$ cat src/rtl/fp_add_issue_ctrl.sv
// Issue/retire controller in front of the pipelined FP adder: folds a-b into a+(-b),
// tracks in-flight ops with a valid/tag shift register and retires results in order
// through a credit-guarded first-word-fall-through FIFO.
module fp_add_issue_ctrl #(
   parameter int LATENCY    = 3,
   parameter int FIFO_DEPTH = 4,
   parameter int TAG_W      = 4
) (
   input  logic             clk,
   input  logic             areset_n,
   input  logic             in_valid,
   output logic             in_ready,
   input  logic [31:0]      in_a,
   input  logic [31:0]      in_b,
   input  logic             in_sub,
   input  logic [TAG_W-1:0] in_tag,
   output logic             pipe_areset,
   output logic             pipe_en,
   output logic [31:0]      pipe_a,
   output logic [31:0]      pipe_b,
   input  logic [31:0]      pipe_q,
   output logic             out_valid,
   input  logic             out_ready,
   output logic [31:0]      out_q,
   output logic [TAG_W-1:0] out_tag,
   output logic             busy
);

   localparam int PTR_W = $clog2(FIFO_DEPTH);
   localparam int CNT_W = $clog2(FIFO_DEPTH + 1);
   localparam logic [CNT_W-1:0] DEPTH_C = CNT_W'(FIFO_DEPTH);
   localparam logic [CNT_W-1:0] ONE_C   = CNT_W'(1);

   logic             run_q;
   logic [CNT_W-1:0] credits_q, credits_d;
   logic [CNT_W-1:0] count_q, count_d;
   logic [LATENCY:0] vld_sr_q, vld_sr_d;
   logic [TAG_W-1:0] tag_sr_q [LATENCY+1];
   logic [PTR_W-1:0] wr_ptr_q, rd_ptr_q;
   logic [31:0]      q_mem_q   [FIFO_DEPTH];
   logic [TAG_W-1:0] tag_mem_q [FIFO_DEPTH];

   logic issue;
   logic pop;
   logic push;

   assign pipe_areset = ~areset_n;
   assign pipe_en     = run_q;
   assign pipe_a      = in_a;
   assign pipe_b      = {in_b[31] ^ in_sub, in_b[30:0]};

   // run_q keeps in_ready low while reset is asserted even though credits reset to full.
   assign in_ready  = run_q & (credits_q != '0);
   assign out_valid = (count_q != '0);
   assign issue     = in_valid & in_ready;
   assign pop       = out_valid & out_ready;
   assign push      = vld_sr_q[LATENCY];

   assign out_q   = out_valid ? q_mem_q[rd_ptr_q]   : '0;
   assign out_tag = out_valid ? tag_mem_q[rd_ptr_q] : '0;
   assign busy    = (|vld_sr_q) | out_valid;

   assign vld_sr_d = {vld_sr_q[LATENCY-1:0], issue};

   // NOTE: every always_comb output gets a default first so no path leaves it unassigned (no latch).
   always_comb begin
      credits_d = credits_q;
      count_d   = count_q;
      case ({issue, pop})
         2'b10:   credits_d = credits_q - ONE_C;
         2'b01:   credits_d = credits_q + ONE_C;
         default: credits_d = credits_q;
      endcase
      case ({push, pop})
         2'b10:   count_d = count_q + ONE_C;
         2'b01:   count_d = count_q - ONE_C;
         default: count_d = count_q;
      endcase
   end

   // NOTE: state registers use non-blocking assignments so all flops update from pre-edge values.
   always_ff @(posedge clk or negedge areset_n) begin
      if (!areset_n) begin
         run_q     <= 1'b0;
         credits_q <= DEPTH_C;
         count_q   <= '0;
         vld_sr_q  <= '0;
         wr_ptr_q  <= '0;
         rd_ptr_q  <= '0;
      end else begin
         run_q     <= 1'b1;
         credits_q <= credits_d;
         count_q   <= count_d;
         vld_sr_q  <= vld_sr_d;
         wr_ptr_q  <= wr_ptr_q + PTR_W'(push);
         rd_ptr_q  <= rd_ptr_q + PTR_W'(pop);
      end
   end

   // NOTE: tag pipeline and result storage carry no reset; the valid bits and count qualify them.
   always_ff @(posedge clk) begin
      tag_sr_q[0] <= in_tag;
      for (int i = 1; i <= LATENCY; i++) begin
         tag_sr_q[i] <= tag_sr_q[i-1];
      end
      if (push) begin
         q_mem_q[wr_ptr_q]   <= pipe_q;
         tag_mem_q[wr_ptr_q] <= tag_sr_q[LATENCY];
      end
   end

endmodule

$ cat config.mk
export PLATFORM = sky130hd
export DESIGN_NAME = fp_add_issue_ctrl
export DESIGN_NICKNAME = d
export VERILOG_FILES = /design/src/rtl/fp_add_issue_ctrl.sv
export SDC_FILE = /design/constraint.sdc
export NUM_CORES = 1
export LEC_CHECK = 0
export CAP_MARGIN = 20
export CORE_MARGIN = 2
export CORE_UTILIZATION = 43
export DETAILED_ROUTE_END_ITERATION = 10
export PLACE_DENSITY = 0.74
export SLEW_MARGIN = 20
export SYNTH_ARGS = -nofsm -noshare
export SYNTH_HDL_FRONTEND = slang
export SYNTH_SLANG_ARGS = --single-unit
$ cat constraint.sdc
create_clock -name clk -period 11.2 [get_ports clk]
set_clock_uncertainty 0.15 [all_clocks]
set_input_delay 2.24 -clock clk [delete_from_list [all_inputs] [get_ports clk]]
set_output_delay 2.24 -clock clk [all_outputs]
set_load 0.03 [all_outputs]
==> results.yml <==
placed_design:
  gp_congestion: 0.754
  io_buffers: 83
  post-dp-hpwl_um: 8400
power_and_ir_drop:
  seqPwrFrac: 0.390
  p_int_w: 0.00149
  p_clk_frac: 0.252
  switching_power_w: 0.000710
  combPwrFrac: 0.359
  power.leakage_nw: 2.74
  vdd_ir_drop_max_mv: 0.150
  power_density_nw_per_um2: 271
  switching_share: 0.323
timing:
  worst_pin_slew_ns: 1.03
  max_freq_mhz: 161
  rsz0062_at_grt: "no"
  slew_violations: 0
  period_share: 0.556
  tns_ns: 0
  finalSetupViolations: 0
  min_period_ns: 6.23
  finalHoldViolCount: 0
  relSlewSlack: 0.316
worst_setup_path:
  path_cells: "clkdlybuf4s50_1 -> inv_1 -> clkdlybuf4s50_1"
  crit_path_max_incr_delay_ns: 0.76
  critPathMaxFanout: 16
  setup.worst_path.start_class: "input port"
  cp_data_arrival_time_ns: 3.84
  crit_path_end_kind: "output pin"
  path_common_cell: "clkdlybuf4s50_1"
  cp.required_ns: 8.81
  cp_slowest_cell: "clkdlybuf4s50_1"
  path_class: "input port to output pin"
clock_tree:
  ctsResizeCount: 0
  root_buffer: "clkbuf_16"
  post_cts_buffers: 0
  htreeDepth: 4
  cts_made_buffers: 17
  clkTransAtPathRegs_ns: 0.06
  cts_tree: "yes"
  cts_sinks: 175
  insertion_delay_ns: 0.42
  ctsHoldBuffers: 0
  clockBufferDepth: 2
floorplan:
  core_area_sq_um: 15800
  dieWidth_um: 131
  start_util: 0.438
  rows: 46
  dieArea_sq_um: 17100
  die_height_um: 131
  ios: 210
logic_synthesis:
  syn-num-nets: 472
  ys_ff_latch: 175
  async_reset_ff_frac: 0.0857
  syn_area_per_cell_sq_um: 19.2
  synth_cell_types: 30
  synth_warnings: 0
  ys_top_cells_by_area: "edfxtp_1 (62%), mux4_2 (11%), buf_4 (6.8%), dfrtp_1 (5.1%), dfxtp_1 (4.6%)"
  synth_cells: 361
  synth_top_cell_by_area: "edfxtp_1"
  synth_most_common_cell: "edfxtp_1"
  synth_top_area_frac: 0.624
  synth_flop_cell: "edfxtp_1"
  synth_edf_count: 144
  syn_area_sq_um: 6930
  yosysSeqAreaShare: 0.725
  ys_top_cells_by_count: "edfxtp_1 (144), buf_4 (63), mux4_2 (35)"
layout:
  final_nets: 506
  final_util: 0.512
  drive_above_1_share: 0.191
  num-fill-cells: 1280
  syn_to_final_growth_pct: 16.9
grt:
  grt_pass1_wl_um: 19500
  grt_pass1_vias: 3377
  grt_use_total: 0.162
  grt_max_degree: 38
  overflow: 0
  antenna_found_initial: 1
routing:
  drt-initial-drc-count: 139
  drcViolationCount: 0
  wl_per_cell_um: 20.8
  ant_nets: 0
  first_pass_iters: 6
  vias: 3091
  routed_wl_um: 13000
  drt-vias-per-instance: 4.95
status:
  outcome: "finished clean"
flow_run:
  drv_cap: 0
worst_hold_path:
  min_path_type: "register to register"
state kept, by name, indices dropped and copies added (netlist names):
name       flops
vld_sr_q       4
rd_ptr_q       2
count_q        3
wr_ptr_q       2
q_mem_q      128
tag_sr_q      16
pipe_en        1
credits_q      3
tag_mem_q     16
cells by family (layout without fill, tap and decap cells):
family                   after synthesis  in the layout  share of synthesized area
multiplexers                          38             38                      0.121
other                                  1              2                   0.000541
adder cells (fa/ha/maj)                6              6                     0.0130
AND/OR/NAND/NOR                       48             48                     0.0423
XOR/XNOR                               9              9                     0.0114
AO/OA/AOI/OAI                          1              1                    0.00126
flip-flops                           175            175                      0.725
buffers and inverters                 83            130                     0.0860
final timing paths:
| kind | slack (ns) | to | start | cells after the start |
|---|---|---|---|---|
| max in group asynchronous | 8.37 | rd_ptr_q[0]$_DFF_PN0_ | areset_n | 1 |
| worst max-delay path | 4.97 | pipe_areset | areset_n | 3 |
| worst min-delay path | 0.18 | tag_sr_q[2][3]$_DFF_P_ | tag_sr_q[1][3]$_DFF_P_ | 0 |
| worst max register to register | 8.22 | credits_q[1]$_DFFE_PN0P_ | count_q[1]$_DFFE_PN0P_ | 7 |
| min in group asynchronous | 2.07 | vld_sr_q[2]$_DFF_PN0_ | areset_n | 1 |
| worst min register to register | 0.18 | tag_sr_q[2][3]$_DFF_P_ | tag_sr_q[1][3]$_DFF_P_ | 0 |
metrics by stage:
step	total power, W	area (sq um)	hold WS, ns	setup WS, ns	cells
floorplan	0.00142	6930	0.160	6.08	361
global placement	0.00165	7540	0.160	4.95	592
detailed placement	0.00167	7540	0.163	4.91	592
CTS	0.00223	8100	0.178	4.91	624
global route	0.00230	8100	0.183	4.80	625
finish	0.00220	8100	0.176	4.97	625
metal layers:
| metal | routed length, um | track usage | share of wire | vias to the layer above |
|---|---|---|---|---|
| li1 | - | - | - | 1356 |
| met1 | 4620 | 0.169 | 0.36 | 1570 |
| met2 | 7160 | 0.293 | 0.55 | 117 |
| met3 | 772 | 0.0464 | 0.059 | 48 |
| met4 | 442 | 0.0876 | 0.034 | 0 |
| met5 | 0 | 0 | 0 | - |
placed cells by master, fill, tap and decap left out, types with 3 or more instances in the layout:
| cell type | netlist | final |
|---|---|---|
| nor2b_1 | 34 | 34 |
| nand2_1 | 3 | 3 |
| ha_1 | 4 | 4 |
| edfxtp_1 | 144 | 144 |
| clkinv_2 | 0 | 4 |
| clkinvlp_4 | 0 | 3 |
| dfrtp_1 | 14 | 12 |
| and2b_1 | 3 | 3 |
| xor2_1 | 7 | 7 |
| clkdlybuf4s50_1 | 0 | 83 |
| dfxtp_1 | 16 | 16 |
| mux4_2 | 35 | 35 |
| clkinv_1 | 0 | 3 |
| buf_4 | 63 | 7 |
| clkbuf_16 | 0 | 17 |
| inv_1 | 8 | 8 |
power by group through the flow:
stage / combinational (W) / clock [W] / sequential, W
CTS: 0.000807 / 0.000562 / 0.000858
detailed placement: 0.000802 / 0 / 0.000871
global placement: 0.000791 / 0 / 0.000863
floorplan: 0.000593 / 0 / 0.000830
finish: 0.000788 / 0.000553 / 0.000856
global route: 0.000842 / 0.000589 / 0.000867
area by class of cell:
class	count	area [sq um]	area share
multi-input cells	103	1340	0.165
diodes	1	2.50	0.000309
well taps	216	270	0.0334
repair buffers	90	883	0.109
clock inverters	13	123	0.0151
flip-flops and latches	175	5020	0.620
inverters	8	30.0	0.00371
clock buffers	19	433	0.0534
critical path: cells and delay by family:
kind                   cells  cell delay [ns]
buffers and inverters      3             1.59
Power figures use the tool's default switching activity.
